File: src/rtl/hazard_scoreboard.sv
// hazard_scoreboard: ID-stage forwarding, stall and MDU register scoreboard with stall statistics
module hazard_scoreboard #(
  parameter int XLEN = 32,
  parameter int NREG = 32,
  parameter int MDU_SLOTS = 2,
  parameter int STALL_TIMEOUT = 1024,
  parameter int CNT_W = 32,
  localparam int AW = $clog2(NREG),
  localparam int BW = $clog2(MDU_SLOTS + 1)
) (
  input  logic            cpu_clk,
  input  logic            cpu_rst,
  input  logic [AW-1:0]   rR1_ID,
  input  logic [AW-1:0]   rR2_ID,
  input  logic            read_rD1,
  input  logic            read_rD2,
  input  logic [AW-1:0]   wR_ID,
  input  logic            rf_we_ID,
  input  logic            mdu_op_ID,
  input  logic            flush_ID,
  input  logic [AW-1:0]   wR_EX,
  input  logic [AW-1:0]   wR_MEM,
  input  logic [AW-1:0]   wR_WB,
  input  logic            rf_we_EX,
  input  logic            rf_we_MEM,
  input  logic            rf_we_WB,
  input  logic [XLEN-1:0] wD_EX,
  input  logic [XLEN-1:0] wD_MEM,
  input  logic [XLEN-1:0] wD_WB,
  input  logic            wD_vld_EX,
  input  logic            wD_vld_MEM,
  input  logic            mdu_done,
  input  logic [AW-1:0]   mdu_wR,
  input  logic [XLEN-1:0] mdu_wD,
  output logic            forward_op1,
  output logic            forward_op2,
  output logic [XLEN-1:0] rD1_forward,
  output logic [XLEN-1:0] rD2_forward,
  output logic            pipeline_stop_PC,
  output logic            pipeline_stop_REG_IF_ID,
  output logic            flush_REG_ID_EX,
  output logic            mdu_issue,
  output logic [BW-1:0]   mdu_busy_cnt,
  output logic [CNT_W-1:0] stall_cnt,
  output logic            hazard_timeout
);
  localparam int TW = $clog2(STALL_TIMEOUT + 1);
  logic [NREG-1:0] busy, busy_eff, done_mask, issue_mask;
  logic [AW-1:0]   rr [2];
  logic            rd [2];
  logic [3:0]      hit [2];
  logic [XLEN-1:0] fwd_data [2];
  logic            not_rdy [2];
  logic            hazard [2];
  logic            stall;
  logic [TW-1:0]   consec;
  always_comb begin
    done_mask = '0;
    if (mdu_done && mdu_wR != '0) done_mask[mdu_wR] = 1'b1;
    busy_eff = busy & ~done_mask;
    rr[0] = rR1_ID;
    rr[1] = rR2_ID;
    rd[0] = read_rD1;
    rd[1] = read_rD2;
    for (int i = 0; i < 2; i++) begin
      // hit bits in priority order: [0]=MDU, [1]=EX, [2]=MEM, [3]=WB
      hit[i] = rr[i] == '0 ? 4'b0 : {rf_we_WB && wR_WB == rr[i], rf_we_MEM && wR_MEM == rr[i],
                                     rf_we_EX && wR_EX == rr[i], mdu_done && mdu_wR == rr[i]};
      fwd_data[i] = hit[i][0] ? mdu_wD : hit[i][1] ? wD_EX : hit[i][2] ? wD_MEM : hit[i][3] ? wD_WB : '0;
      not_rdy[i] = !hit[i][0] && (hit[i][1] ? !wD_vld_EX : hit[i][2] && !wD_vld_MEM);
      hazard[i] = rd[i] && (not_rdy[i] || busy_eff[rr[i]]);
    end
    stall = !flush_ID && (hazard[0] || hazard[1] || (rf_we_ID && busy_eff[wR_ID]) ||
                          (mdu_op_ID && mdu_busy_cnt == BW'(MDU_SLOTS) && !mdu_done));
    mdu_issue = mdu_op_ID && !stall && !flush_ID;
    issue_mask = '0;
    if (mdu_issue && wR_ID != '0) issue_mask[wR_ID] = 1'b1;
    forward_op1 = |hit[0] && read_rD1;
    forward_op2 = |hit[1] && read_rD2;
    rD1_forward = fwd_data[0];
    rD2_forward = fwd_data[1];
    pipeline_stop_PC = stall;
    pipeline_stop_REG_IF_ID = stall;
    flush_REG_ID_EX = stall;
  end
  always_ff @(posedge cpu_clk) begin
    if (cpu_rst) begin
      busy <= '0;
      mdu_busy_cnt <= '0;
      stall_cnt <= '0;
      consec <= '0;
      hazard_timeout <= 1'b0;
    end else begin
      busy <= busy_eff | issue_mask;
      mdu_busy_cnt <= mdu_busy_cnt + BW'(mdu_issue) - BW'(mdu_done && busy[mdu_wR]);
      if (stall && !(&stall_cnt)) stall_cnt <= stall_cnt + CNT_W'(1);
      consec <= !stall ? '0 : consec == TW'(STALL_TIMEOUT) ? consec : consec + TW'(1);
      hazard_timeout <= hazard_timeout || (stall && consec == TW'(STALL_TIMEOUT - 1));
    end
  end
endmodule

File: config.mk
export PLATFORM = sky130hd
export DESIGN_NAME = hazard_scoreboard
export DESIGN_NICKNAME = d
export VERILOG_FILES = /design/src/rtl/hazard_scoreboard.sv
export SDC_FILE = /design/constraint.sdc
export NUM_CORES = 1
export LEC_CHECK = 0
export CORE_ASPECT_RATIO = 1.25
export CORE_UTILIZATION = 50
export DETAILED_ROUTE_END_ITERATION = 8
export PLACE_DENSITY = 0.88
export SYNTH_ARGS = -nofsm -noshare
export SYNTH_HDL_FRONTEND = slang
export SYNTH_SLANG_ARGS = --single-unit
File: constraint.sdc
create_clock -name cpu_clk -period 8.8 [get_ports cpu_clk]
set_input_delay 1.32 -clock cpu_clk [delete_from_list [all_inputs] [get_ports cpu_clk]]
set_output_delay 1.32 -clock cpu_clk [all_outputs]
set_load 0.02 [all_outputs]
[Word-level counts from Yosys, hierarchy flattened]
Cells that the tools add are included.
Word-level totals
  register bits after elaboration: 78
  latch bits: 0
  bits in writable memories: 0
  memory bits (read-only): 0
  output and inout bits: 105
  logic and storage cells: 107
  memories kept: 0
Operators by class
  add/subtract/negate cells: 4
  multipliers: 0
  divide/modulo/power cells: 0
  order comparisons: 6
  eq/ne operators: 11
  shifts and indexed selects: 0
  muxes and demuxes: 26
  bitwise logic cells: 4
  reductions and logical operators: 51
Operators by type and width (count)
  two-way mux 32 bit: 10
  == test 5 bit: 8
  adder 32 x 1 -> 32 bit (second input constant): 1
  bitwise AND 32 bit: 1
  NOT 32 bit: 1
  OR 32 bit: 1
  AND reduction 32 bit: 1
  logical AND 1 bit: 29
  < comparator 5 x 6 -> 1 bit (second input constant): 4
  binary-select mux 1 bit (select 5 bit): 4
  adder 11 x 1 -> 11 bit (second input constant): 1
  == test 11 x 10 -> 1 bit (second input constant): 1
  == test 11 bit (second input constant): 1
  demux 1 bit (select 5 bit): 2
  greater-or-equal comparator 5 x 1 -> 1 bit (second input constant): 2
  zero test 5 bit: 2
  nonzero test 5 bit: 2
  zero test 1 bit: 8
  two-way mux 1 bit: 8
  two-way mux 4 bit: 2
  OR reduction 4 bit: 2
  logical OR 1 bit: 6
  adder 2 x 1 -> 2 bit: 1
  == test 2 bit (second input constant): 1
  other kinds (3): 3

[Longest topological paths before layout]
  depth in word-level cells: 21
  depth in mapped cells: 16

[Least setup slack after synthesis]
No wires, ideal clock.
  path kind: input port to output port
  start point: input port rR2_ID[0]
  end point: output port rD2_forward[1]
  arrival time: 3.743 ns
  data required time: 7.480 ns
  setup slack: 3.737 ns
  cell stages on the path: 12
  path buffers: 5
  path through: buf_2 buf_2 clkbuf_1 xor2_1 nor4_1 nor2b_1 clkbuf_1 clkbuf_1 a22oi_1 nor2_1 a21oi_1 o21ai_0
Between the ends
  word-level cells in the longest chain between the ends: 7
Ends and longest elaborated chain
  from (decl): RTL line 14  | input logic [AW-1:0] rR2_ID,
  == test 5 bit: RTL line 67  | hit[i] = rr[i] == '0 ? 4'b0 : {rf_we_WB && wR_WB == rr[i], rf_we_MEM && wR_MEM == rr[i],
  logical AND 1 bit: RTL line 67
  two-way mux 4 bit *: RTL line 67
  two-way mux 32 bit (3 in a row): RTL line 69  | fwd_data[i] = hit[i][0] ? mdu_wD : hit[i][1] ? wD_EX : hit[i][2] ? wD_MEM : hit[i][3] ? wD_WB : '0;
  two-way mux 32 bit *: RTL line 69
  to (decl): RTL line 38  | output logic [XLEN-1:0] rD2_forward,
Mark *: on every way between the ends. The rest lies on a longest branch, timed or not.

[Worst setup path in the final report]
  start point: input port rR1_ID[1]
  end point: output port rD1_forward[11]
Between the ends
  word-level cells in the longest chain between the ends: 7
Ends and longest elaborated chain
  from (decl): RTL line 13  | input logic [AW-1:0] rR1_ID,
  == test 5 bit: RTL line 67
  logical AND 1 bit: RTL line 67
  two-way mux 4 bit *: RTL line 67
  two-way mux 32 bit (3 in a row): RTL line 69
  two-way mux 32 bit *: RTL line 69
  to (decl): RTL line 37  | output logic [XLEN-1:0] rD1_forward,
Marked as above.

==> metrics.md <==
| Metric | Value |
|---|---|
| Critical path launch point | `rR1_ID[1]` |
| Critical R2R Launch | `busy[20]$_SDFF_PP0_` |
| Initial Utilization | `0.509` |
| Cells after DPL | `about 1,500` |
| Drt via density | `around 6.5` |
| Starting DRT DRC Count | `~1,200` |
| Post-CTS Setup Bufs | `0` |
| Drt wl/cell | `20.8 um` |
| Avg Inst Size Synth | `7.49 um^2` |
| Critical path required time | `between 7000 and 8000 ps` |
| Top FF cell, synth | `dfxtp_1` |
| Status | `finished, final reports clean` |
| Clock sinks | `a little under 80` |
| Period utilisation layout | `0.790` |
| Initial DRT Pass Iterations | `6` |
| Cts repair resizes | `0` |
| Global-route wire length before repair | `47,600 um` |
| Count leader, synth | `nor2_1` |
| Critical Path AT | `around 5600 ps` |
| Fin crit period | `6950 ps` |
| Largest net degree at the start of global routing | `102` |
| Drt drc | `0` |
| Clock slew at reported path FFs | `approximately 60 ps` |
| Post-route insts no fill | `1,495` |
| # IOs | `approximately 280` |
| Top cells by count, synth | `nor2_1, nand2_1, dfxtp_1, clkbuf_1, o21ai_0` |
| Synthesized area | `roughly 0.0079 mm^2` |
| Yosys top cell area share | `0.197` |
| Final Slew Violations | `0` |
| RSZ-0062 raised after global routing | `no` |
| Syn Nets | `1,240` |
| Core box area | `around 0.016 mm^2` |
| Num CTS Buffers | `9` |
| # rows | `51` |
| Largest stage delay, worst path | `about 970 ps` |
| Worst Setup Start Kind | `input pin` |
| VDD IR max | `0.124 mV` |
| Worst Hold Class | `flip-flop to flip-flop` |
| CTS Root Buffer Type | `clkbuf_16` |
| Share of cells above drive strength 1 | `0.0908` |
| Routed vias | `slightly below 10,000` |
| Latest clock arrival within the worst-skew pair | `340 ps` |
| Max-Slew Margin vs Limit | `0.136` |
| Hold Vio Cnt, Final | `0` |
| Initial antenna violation count | `6` |
| Power density cells | `95.1 mW/mm^2` |
| Worst-Margin Slew | `1300 ps` |
| H-tree levels | `3` |
| Crit path capture type | `primary output` |
| EDFF count, synth | `0` |
| Count of different cell masters after synthesis | `80` |
| Die Ht | `~140 um` |
| Max-cap viol count | `0` |
| CTS Hold Bufs | `0` |
| Crit Path Class | `input pin to primary output` |
| Yosys warnings | `0` |
| Async SR Flop Fraction | `0` |
| Final Routed Wirelength | `just over 30,000 um` |
| Final setup viols | `0` |
| Post-DRT Antenna Nets | `0` |
| Vias in the first global route | `~8,900` |
| Die area | `0.0164 mm^2` |
| Final Wtd Congestion | `1.05` |
| Top cells by area, synth | `dfxtp_1, nor2_1, mux2_2` |
| Synthesized instance count | `about 1,100` |
| Filler Cells Inserted | `1,306` |
| Global Route Usage Sum | `0.371` |
| Hold path start | `hazard_timeout$_SDFF_PP0_` |
| Largest area contributor in the netlist | `dfxtp_1` |
| Die Wd | `between 100 and 150 um` |
| CTS tree | `done` |
| P_leak | `3.83 nW` |
| DP Wirelength | `about 23,000 um` |
| GRT overflow | `0` |
| #FFs+latches synth | `slightly below 80` |
| Area delta synth->final | `39.3%` |
| Worst Path Max Fanout | `32` |
| Setup TNS | `0 ps` |
| Max Root-Sink Buffers | `2` |
| Crit path max-delay cell type | `clkdlybuf4s50_1` |
| Layout Skew | `about 6.2 ps` |
| IO buf count | `280` |
| Final net count | `around 1,500` |
| Sequential share of the synthesized area | `0.197` |
| CP cell instances | `clkdlybuf4s50_1 -> or4_1 -> nor2_2 -> nor4_1 -> and2_1 -> buf_4 -> a31oi_1 -> nor2_2 -> buf_4 -> a221oi_1 -> nor2_1 -> clkdlybuf4s50_1` |
| Peak Freq | `0.144 GHz` |
[cell families (layout without fill, tap and decap cells)]
group,Yosys count,in the layout,synth area share
and+or+nand+nor,437,437,0.281
AOI/OAI and AO/OA,272,272,0.235
buffers and inverters,118,336,0.0653
muxes,96,96,0.154
DFF,78,78,0.197
xor gates and xnor gates,53,53,0.0595
adders and majority gates,5,5,0.00789
other,0,6,0
[report_power, final]
group / switching (mW) / internal, mW / total (mW) / leakage (nW)
Sequential: 0.00344 / 0.356 / 0.359 / 0.629
Clock: 0.150 / 0.228 / 0.378 / 0.150
Combinational: 0.162 / 0.151 / 0.314 / 3.05
[cell type report]
class,instances,area (um^2),share of cell area
Clock inverter,5,57.6,0.00521
Sequential cell,78,1560,0.141
Inverter,23,86.3,0.00782
Antenna cell,6,15.0,0.00136
Multi-Input combinational cell,863,5890,0.533
Clock buffer,11,243,0.0220
Tap cell,212,265,0.0240
Timing Repair Buffer,297,2930,0.265
[cell usage in the layout, fill, tap and decap left out, types with 9 or more instances in the layout]
cell type / Yosys / final
a21oi_1: 47 / 47
a221oi_1: 32 / 32
a22oi_1: 34 / 34
and3_1: 9 / 9
buf_4: 10 / 17
clkbuf_16: 0 / 9
clkdlybuf4s50_1: 0 / 279
dfxtp_1: 78 / 78
inv_1: 21 / 21
mux2_1: 24 / 24
mux2_2: 36 / 36
mux2i_1: 21 / 21
mux4_2: 15 / 15
nand2_1: 88 / 88
nand2b_1: 11 / 11
nand3_1: 27 / 27
nand4_1: 17 / 17
nor2_1: 146 / 145
nor2b_1: 32 / 31
nor3_1: 41 / 40
nor4_1: 12 / 10
o21ai_0: 54 / 54
o22ai_1: 30 / 30
or4_1: 11 / 11
xnor2_1: 36 / 36
xor2_1: 16 / 16
[state kept, by name, indices dropped and copies added, names as in the netlist]
register	count
stall_cnt	32
busy	32
hazard_timeout	1
consec	11
mdu_busy_cnt	2
[routing by layer]
layer,track usage,part of all wire
met3,0.110,0.11
met5,0,0.00077
met1,0.422,0.35
met4,0.211,0.057
met2,0.616,0.48
[per-stage QoR]
stage           util  power, mW  worst slack (ps)  instance area, um^2  hold slack, ps
2_1_floorplan      -      0.521              3740                 7930             450
5_1_grt        0.709       1.08              1620                11000             524
3_3_place_gp   0.689      0.669              2060                10700             476
4_1_cts        0.708       1.04              2010                11000             494
3_5_place_dp   0.689      0.673              2030                10700             471
6_report       0.709       1.05              1850                11000             486
[path summary, 6_finish.rpt]
| path | endpoint | slack (ps) | cells past startpoint |
|---|---|---|---|
| hold / removal | hazard_timeout$_SDFF_PP0_ | 490 | 1 |
| setup / recovery | rD1_forward[11] | 1850 | 12 |
| hold reg to reg | hazard_timeout$_SDFF_PP0_ | 490 | 1 |
| setup reg to reg | mdu_busy_cnt[1]$_SDFF_PP0_ | 5480 | 12 |
[critical path: cells and delay by family]
| kind | cells | cell delay, ps |
|---|---|---|
| buffers and inverters | 4 | 2420 |
| AND/OR/NAND/NOR | 6 | 1610 |
| AO/OA/AOI/OAI | 2 | 260 |
(Power assumes the default switching activity.)
